===== src/rtl/seg_time_display.sv =====
// seg_time_display: drives an 8-digit multiplexed seven-segment display
// with HH-MM-SS from the clock core's six time digits. One digit is lit per
// slot, each slot opens with an all-off guard window against ghosting, the
// digits are snapshotted once per frame, and whole fields can blink.
module seg_time_display #(
  parameter int REFRESH_DIV   = 100000,
  parameter int GUARD_CYCLES  = 200,
  parameter int BLINK_FRAMES  = 62,
  parameter int HOUR_LZ_BLANK = 1
) (
  input  logic       clk,
  input  logic       rst_n,
  input  logic [5:0] hrs_tens,
  input  logic [5:0] hrs_ones,
  input  logic [5:0] min_tens,
  input  logic [5:0] min_ones,
  input  logic [5:0] sec_tens,
  input  logic [5:0] sec_ones,
  input  logic [2:0] blink_mask,
  output logic [7:0] an,
  output logic [6:0] seg,
  output logic       dp,
  output logic       frame_start
);

  localparam int CW = $clog2(REFRESH_DIV);
  localparam int FW = (BLINK_FRAMES > 1) ? $clog2(BLINK_FRAMES) : 1;

  localparam logic [6:0] SEG_DASH  = 7'h3F;
  localparam logic [6:0] SEG_BLANK = 7'h7F;
  localparam logic [6:0] SEG_ERR   = 7'h06;

  logic [CW-1:0] cnt_q, cnt_d;
  logic [2:0]    idx_q, idx_d;
  logic [FW-1:0] frame_q, frame_d;
  logic          phase_q, phase_d;
  logic [35:0]   snap_q, snap_d;   // {hrs_tens, hrs_ones, min_tens, min_ones, sec_tens, sec_ones}
  logic          frame_start_q, frame_start_d;
  logic [7:0]    an_q, an_d;
  logic [6:0]    seg_q, seg_d;

  logic          slot_end;
  logic          frame_load;
  logic [5:0]    digit;
  logic          is_dash;
  logic          field_blink;
  logic [6:0]    pattern;

  function automatic logic [6:0] decode7(input logic [5:0] v);
    case (v)
      6'd0:    decode7 = 7'h40;
      6'd1:    decode7 = 7'h79;
      6'd2:    decode7 = 7'h24;
      6'd3:    decode7 = 7'h30;
      6'd4:    decode7 = 7'h19;
      6'd5:    decode7 = 7'h12;
      6'd6:    decode7 = 7'h02;
      6'd7:    decode7 = 7'h78;
      6'd8:    decode7 = 7'h00;
      6'd9:    decode7 = 7'h10;
      default: decode7 = SEG_ERR;
    endcase
  endfunction

  // Slot/frame timing, blink phase and once-per-frame digit snapshot.
  always_comb begin
    cnt_d    = cnt_q;
    idx_d    = idx_q;
    frame_d  = frame_q;
    phase_d  = phase_q;
    slot_end   = (cnt_q == CW'(REFRESH_DIV - 1));
    frame_load = (idx_q == 3'd7) && (cnt_q == '0);
    if (slot_end) begin
      cnt_d = '0;
      idx_d = idx_q - 3'd1;
      if (idx_q == 3'd0) begin
        if (frame_q == FW'(BLINK_FRAMES - 1)) begin
          frame_d = '0;
          phase_d = ~phase_q;
        end else begin
          frame_d = frame_q + FW'(1);
        end
      end
    end else begin
      cnt_d = cnt_q + CW'(1);
    end
    snap_d = frame_load ? {hrs_tens, hrs_ones, min_tens, min_ones, sec_tens, sec_ones}
                        : snap_q;
    frame_start_d = frame_load;
  end

  // Pick the digit for the current slot and build the next an/seg values.
  // Decoding from snap_d keeps the frame's first slot coherent with the load.
  always_comb begin
    digit       = 6'd0;
    is_dash     = 1'b0;
    field_blink = 1'b0;
    case (idx_q)
      3'd7: begin digit = snap_d[35:30]; field_blink = blink_mask[2]; end
      3'd6: begin digit = snap_d[29:24]; field_blink = blink_mask[2]; end
      3'd5: is_dash = 1'b1;
      3'd4: begin digit = snap_d[23:18]; field_blink = blink_mask[1]; end
      3'd3: begin digit = snap_d[17:12]; field_blink = blink_mask[1]; end
      3'd2: is_dash = 1'b1;
      3'd1: begin digit = snap_d[11:6];  field_blink = blink_mask[0]; end
      default: begin digit = snap_d[5:0]; field_blink = blink_mask[0]; end
    endcase

    if (is_dash)
      pattern = SEG_DASH;
    else if (phase_q && field_blink)
      pattern = SEG_BLANK;
    else if ((HOUR_LZ_BLANK != 0) && (idx_q == 3'd7) && (digit == 6'd0))
      pattern = SEG_BLANK;
    else
      pattern = decode7(digit);

    if (cnt_q < CW'(GUARD_CYCLES)) begin
      an_d  = 8'hFF;
      seg_d = SEG_BLANK;
    end else begin
      an_d  = ~(8'd1 << idx_q);
      seg_d = pattern;
    end
  end

  // State and output registers.
  always_ff @(posedge clk or negedge rst_n) begin
    if (!rst_n) begin
      cnt_q         <= '0;
      idx_q         <= 3'd7;
      frame_q       <= '0;
      phase_q       <= 1'b0;
      snap_q        <= '0;
      frame_start_q <= 1'b0;
      an_q          <= 8'hFF;
      seg_q         <= SEG_BLANK;
    end else begin
      cnt_q         <= cnt_d;
      idx_q         <= idx_d;
      frame_q       <= frame_d;
      phase_q       <= phase_d;
      snap_q        <= snap_d;
      frame_start_q <= frame_start_d;
      an_q          <= an_d;
      seg_q         <= seg_d;
    end
  end

  assign an          = an_q;
  assign seg         = seg_q;
  assign dp          = 1'b1;
  assign frame_start = frame_start_q;

endmodule


===== config.mk =====
export PLATFORM = sky130hd
export DESIGN_NAME = seg_time_display
export DESIGN_NICKNAME = d
export VERILOG_FILES = /design/src/rtl/seg_time_display.sv
export SDC_FILE = /design/constraint.sdc
export NUM_CORES = 1
export LEC_CHECK = 0
export CORE_MARGIN = 5
export CORE_UTILIZATION = 55
export CTS_BUF_LIST = sky130_fd_sc_hd__clkbuf_4 sky130_fd_sc_hd__clkbuf_8
export DETAILED_ROUTE_END_ITERATION = 7
export PLACE_DENSITY = 0.78
export SLEW_MARGIN = 10
export SYNTH_ARGS = -nofsm -noshare
export SYNTH_HDL_FRONTEND = slang
export SYNTH_SLANG_ARGS = --single-unit
export TNS_END_PERCENT = 1

===== constraint.sdc =====
create_clock -name clk -period 8.6 [get_ports clk]
set_input_delay 1.72 -clock clk [delete_from_list [all_inputs] [get_ports clk]]
set_output_delay 1.72 -clock clk [all_outputs]
set_load 0.02 [all_outputs]

==> results of run 1 <==
-- final timing paths --
| path | to | slack [ns] | from | depth (start not counted) |
|---|---|---|---|---|
| min reg2reg | snap_q[26] | 0.47 | snap_q[26] | 2 |
| max reg2reg | seg[6] | 4.01 | idx_q[0] | 12 |
| min | snap_q[26] | 0.47 | snap_q[26] | 2 |
| max | seg[6] | 4.01 | idx_q[0] | 12 |
| min in group asynchronous | frame_q[0] | 1.52 | rst_n | 1 |
| max in group asynchronous | cnt_q[9] | 6.45 | rst_n | 1 |
-- layer usage --
metal | up-vias | GRT usage, % | part of all wire [%]
met2 | 123 | 35.3 | 48
met5 | - | 0 | 0
met1 | 1600 | 29.3 | 45
li1 | 1586 | - | -
met4 | 0 | 6.16 | 1.2
met3 | 14 | 4.93 | 6.1
-- logic make-up after synthesis --
logic type	after synthesis	synth area share, %
and+or+nand+nor	206	24.0
DFF	79	49.0
AOI/OAI and AO/OA	76	12.7
buffers and inverters	36	3.99
xor gates and xnor gates	16	3.44
adders and majority gates	15	4.60
muxes	8	2.21
other	1	0.0920
-- cell usage in the layout (no fill, tap or decap), types with 4 or more instances in the layout --
cell	count
nand2b_1	4
and3_1	8
dfrtp_1	61
xor2_1	7
clkdlybuf4s50_1	55
clkbuf_8	9
and2_1	4
a21oi_1	17
nand3_1	23
dfstp_2	18
ha_1	15
nor2_1	26
nor3_1	7
nor4_1	5
xnor2_1	9
nand2_1	103
o21ai_0	22
nor2b_1	7
inv_1	15
mux2_2	4
o21a_1	4
nand4_1	5
-- report_power, final --
part / internal, mW / switching, mW / leakage (nW)
logic: 0.0181 / 0.0144 / 1.07
registers: 0.373 / 0.000287 / 0.861
clock network: 0.136 / 0.133 / 0.0994
-- final cells by class --
type / instances / share of cell area, %
inverters: 15 / 1.16
flip-flops and latches: 79 / 41.2
well taps: 99 / 2.55
clock buffers: 10 / 2.71
multi-input cells: 322 / 39.5
repair buffers: 57 / 11.7
clock inverters: 6 / 1.26
-- sequential cells by signal (all words and copies together) (netlist names) --
signal       count
phase_q          1
an               8
frame_start      1
cnt_q           17
snap_q          36
seg              7
idx_q            3
frame_q          6
-- worst max-delay path: cells and delay by family (launching register included) --
| family | cells | cell delay, ns |
|---|---|---|
| AO/OA/AOI/OAI | 4 | 1.05 |
| flip-flops | 1 | 0.55 |
| adder cells (fa/ha/maj) | 2 | 0.64 |
| AND/OR/NAND/NOR | 5 | 2.10 |
| buffers and inverters | 1 | 0.18 |
==> results.md, run 1 <==
* Cell variety after synth at between 60 and 70
* Layout Cells excl Fill at roughly 590
* Clk buf depth at 2
* Arr. time, crit path at slightly below 5 ns
* Vias at 3323
* Actual slew at the worst max-slew pin at 0.985 ns
* Post-Syn Nets at roughly 490
* Number of max-cap violations at 0
* CTS tree: built
* Async S/R FF share, synth at between 90% and 100%
* Final worst setup slack at about 4.0 ns
* Fin Hold WS at between 0.4 and 0.5 ns
* Final setup TNS at 0 ns
* Fin. Hold Viols at 0
* Initial Utilization at 56.2%
* Seq cells post-synth at 79
* CP max-delay cell: and2_1
* PD cells at roughly 140 mW/mm²
* Chip Width at between 90 and 100 µm
* Remaining DRCs at 0
* Critical path required time at between 8 and 9 ns
* Total power at roughly 0.67 mW
* Largest net degree at the start of global routing at 80
* RSZ-0062 raised after global routing: no
* IO Pins at 58
* FP Rows at 31
* Crit-path cells: ha_1 > and2_1 > and3_4 > and2_1 > o21ai_0 > nor4_1 > o22ai_1 > inv_1 > ha_1 > nand2_1 > a311o_1 > a21oi_1
* Detailed Route WL at between 9000 and 10000 µm
* Register area share after synthesis at between 40% and 50%
* Most common flop cell mapped by yosys: dfrtp_1
* Post-route ant nets at 0
* First-pass GRT wire length at approximately 16000 µm
* Global Route Usage Sum at ~22%
* Post-Syn Instances at roughly 440
* Clk sink count at 79
* Synth top area share at between 30% and 40%
* Setup CP Type: flip-flop to flip-flop
* Critical Path Sink Type: flip-flop
* Post-synthesis average cell area at approximately 9.3 µm²
* Routed length per placed instance at 16.0 µm
* Leading area contributor after synthesis: dfrtp_1
* Multi-input combinational cell area at approximately 0.0019 mm²
* Post-CTS Repair Setup Buffers at 0
* Diode count at 0
* Number of buffers created by CTS at 9
* Post-Place Cells at between 500 and 600
* Clock-pin slew on the worst setup and hold paths at roughly 0.080 ns
* Leading cell type by number of instances after synthesis: nand2_1
* Startpoint Class: flip-flop
* Worst skew pair latency at approximately 0.35 ns
* Crit share post-route at 53.3%
* Mapped Area at a little over 0.004 mm²
* Die Ht at a little under 100 µm
* Endpoints failing setup at 0
* Placed cell area at around 0.0047 mm²
* Post-DR vias/cell at between 5 and 6
* Most frequent cells after synthesis: nand2_1, dfrtp_1, nor2_1
* Post-synth EDFFs at 0
* Root buffer cell: clkbuf_8
* Final core occ at between 60 and 70%
* Finished Cell Area at approximately 0.0049 mm²
* CTS resizes at 0
* CP max FO at 27
* Hold-fix buffers, CTS at 0
* VDD IR max at about 0.0001 V
* Syn. warnings at 0
* Pre-CTS setup slack at approximately 4.2 ns
* Final max-slew violation count at 0
* Final min period at ~4.6 ns
* Number of port buffers at 56
* Iter 0 DRT Violations at 234
* Core Region at 0.00725 mm²
* DRT Pass-1 Iters at 5
* Share of cells above drive strength 1 at around a tenth
* # H-tree levels at 3
* Status: finished, final reports clean
* Setup Skew at ~0.0067 ns
* Rel. slew slack at between 30% and 40%
* Worst hold path class: flip-flop to flip-flop
* Area Growth Syn to Fin at 19.0%
* # nets final at 540
* Highest clock rate at about 220 MHz
* Top post-synthesis cells by area: dfrtp_1, dfstp_2, nand2_1, ha_1, nand3_1
* Vias in the first global route at about 3200
* Initial antenna violation count at 0
* Global placer's final weighted congestion at between 0.8 and 0.9
* Total congestion overflow at 0
* Fill cells at between 600 and 700
* Final HPWL DP at around 6500 µm
* Register area at 0.00200 mm²
* Pleak at about 2.0 nW
* Die Area at 0.00924 mm²
* Crit path largest cell delay at slightly above 0.8 ns
Power figures use the tool's default switching activity.
==> inputs of run 2 (changes only) <==
==> constraint.sdc (replaced) <==
create_clock -name clk -period 4.22 [get_ports clk]
set_input_delay 0.844 -clock clk [delete_from_list [all_inputs] [get_ports clk]]
set_output_delay 0.844 -clock clk [all_outputs]
set_load 0.02 [all_outputs]
==> run 2 against run 1 <==
Cell area is 0.67% higher. Non-clock buffer count rose by 4. Hold slack better by 0.0049 ns. Power is 110% higher. Clock skew is 0.0051 ns higher. Largest power group unchanged. Highest routed layer unchanged.
==> results.md, run 2 (synthesis gave the netlist of run 1 again) <==
* Post-CTS Repair Setup Buffers at 0 (unchanged)
* Number of port buffers at 56 (unchanged)
* Initial Utilization at 56.2% (unchanged)
* PD cells at 284 mW/mm² (+100%)
* Number of buffers created by CTS at 9 (unchanged)
* Iter 0 DRT Violations at 206 (-12%)
* Final HPWL DP at 6670 µm (+1.9%)
* Critical Path Sink Type: flip-flop
* Share of cells above drive strength 1 at 11.6% (+0.93 points)
* # nets final at 544 (+0.74%)
* DRT Pass-1 Iters at 4 (-1)
* Endpoints failing setup at 0 (unchanged)
* Core Region at 0.00725 mm² (unchanged)
* Status: finished, final reports clean
* CP max FO at 32 (+19%)
* Clk sink count at 79 (unchanged)
* Diode count at 0 (unchanged)
* Crit share post-route at 91.8% (+39 points)
* Commonest non-fill, non-tap cell in the layout: nand2_1
* Area Growth Syn to Fin at 19.8%
* Final max-slew violation count at 0 (unchanged)
* Root buffer cell: clkbuf_8
* Final min period at 3.87 ns (-0.710 ns)
* Finished Cell Area at 0.00489 mm² (+0.67%)
* Worst skew pair latency at 0.35 ns (about the same)
* Chip Width at 96.1 µm (unchanged)
* Critical path required time at 4.49 ns (-4.39 ns)
* Startpoint Class: flip-flop
* Routed length per placed instance at 15.8 µm (-1.2%)
* Rel. slew slack at 35.2% (+0.88 points)
* Final worst setup slack at 0.345 ns (-3.67 ns)
* Hold-fix buffers, CTS at 0 (unchanged)
* Layout Cells excl Fill at 592 (+0.68%)
* FP Rows at 31 (unchanged)
* Fill cells at 586 (-2.5%)
* Largest Register: snap_q
* Initial antenna violation count at 0 (unchanged)
* Worst hold path class: flip-flop to flip-flop
* Vias at 3337 (+0.42%)
* Vias in the first global route at 3230 (-0.22%)
* Detailed Route WL at 9350 µm (-0.49%)
* Pleak at 2.05 nW (+1.1%)
* # H-tree levels at 3 (unchanged)
* VDD IR max at 0.000176 V (+75%)
* Global placer's final weighted congestion at 0.887 (+3.9%)
* Arr. time, crit path at 4.15 ns (-0.71 ns)
* Highest clock rate at 258 MHz (+18%)
* IO Pins at 58 (unchanged)
* Die Area at 0.00924 mm² (unchanged)
* Pre-CTS setup slack at 0.403 ns (-3.75 ns)
* Remaining DRCs at 0 (unchanged)
* Post-Place Cells at 576 (+0.70%)
* Largest net degree at the start of global routing at 80 (unchanged)
* Post-route ant nets at 0 (unchanged)
* Die Ht at 96.1 µm (unchanged)
* Fin. Hold Viols at 0 (unchanged)
* Placed cell area at 0.00469 mm² (+0.64%)
* Number of max-cap violations at 0 (unchanged)
* Fin Hold WS at 0.475 ns (+0.00488 ns)
* Final core occ at 67.4% (+0.45 points)
* Total power at 1.39 mW (+110%)
* Final setup TNS at 0 ns (unchanged)
* Clock-pin slew on the worst setup and hold paths at 0.08 ns (about the same)
* First-pass GRT wire length at 15500 µm (about the same)
* CTS resizes at 0 (unchanged)
* Total congestion overflow at 0 (unchanged)
* CTS tree: built
* Setup Skew at 0.0118 ns (+0.00514 ns)
* Setup CP Type: flip-flop to flip-flop
* Post-DR vias/cell at 5.64 (-0.26%)
* Clk buf depth at 2 (unchanged)
* Most used cells in the layout excluding fill and tap cells: nand2_1, dfrtp_1, clkdlybuf4s50_1
* Actual slew at the worst max-slew pin at 0.972 ns (-0.0132 ns)
* Max FFs per register at 36 (unchanged)
* RSZ-0062 raised after global routing: no
* Global Route Usage Sum at 21.8% (about the same)
run 2: metal layers:
| layer | global-route usage (%) | vias to the layer above | wire length (µm) | share of wire (%) |
|---|---|---|---|---|
| li1 | - | 1594 | - | - |
| met1 | 30.3 | 1612 | 4140 | 44 |
| met2 | 33.5 | 110 | 4390 | 47 |
| met3 | 4.77 | 21 | 619 | 6.6 |
| met4 | 7.82 | 0 | 204 | 2.2 |
| met5 | 0 | - | 0 | 0 |
run 2: report_power, final:
part           switching (mW)  total [mW]  internal (mW)
sequential           0.000678       0.760          0.759
clock                   0.270       0.561          0.292
combinational          0.0300      0.0669         0.0369
run 2: critical path: stages, from the launching register on:
cell and delay [ns]:
dfstp_2 0.55, ha_1 0.37, and2_2 0.34, and3_4 0.31, nand2_4 0.25, mux2_2 0.37, nor4_1 0.33, o22ai_1 0.20
inv_1 0.18, ha_1 0.21, nand2_1 0.12, a311o_1 0.39, a21oi_1 0.19
run 2: cell type report:
type                       instances  area, µm²  area share [%]
sequential                        79       2000            40.9
multi-input combinational        322       1920            39.2
timing repair buffer              61        596            12.2
clock buffer                      12        146            3.00
tap                               99        124            2.54
inverter                          15       56.3            1.15
clock inverter                     4       47.5           0.973
run 2: path summary, 6_finish.rpt:
kind                            startpoint          to  slack (ns)  cells after the start
worst min-delay path            snap_q[15]  snap_q[15]        0.47                      2
min in group asynchronous            rst_n  frame_q[3]        0.63                      1
worst min register to register  snap_q[15]  snap_q[15]        0.47                      2
worst max register to register    idx_q[1]      seg[6]        0.35                     12
max in group asynchronous            rst_n    cnt_q[6]        2.94                      1
worst max-delay path              idx_q[1]      seg[6]        0.35                     12
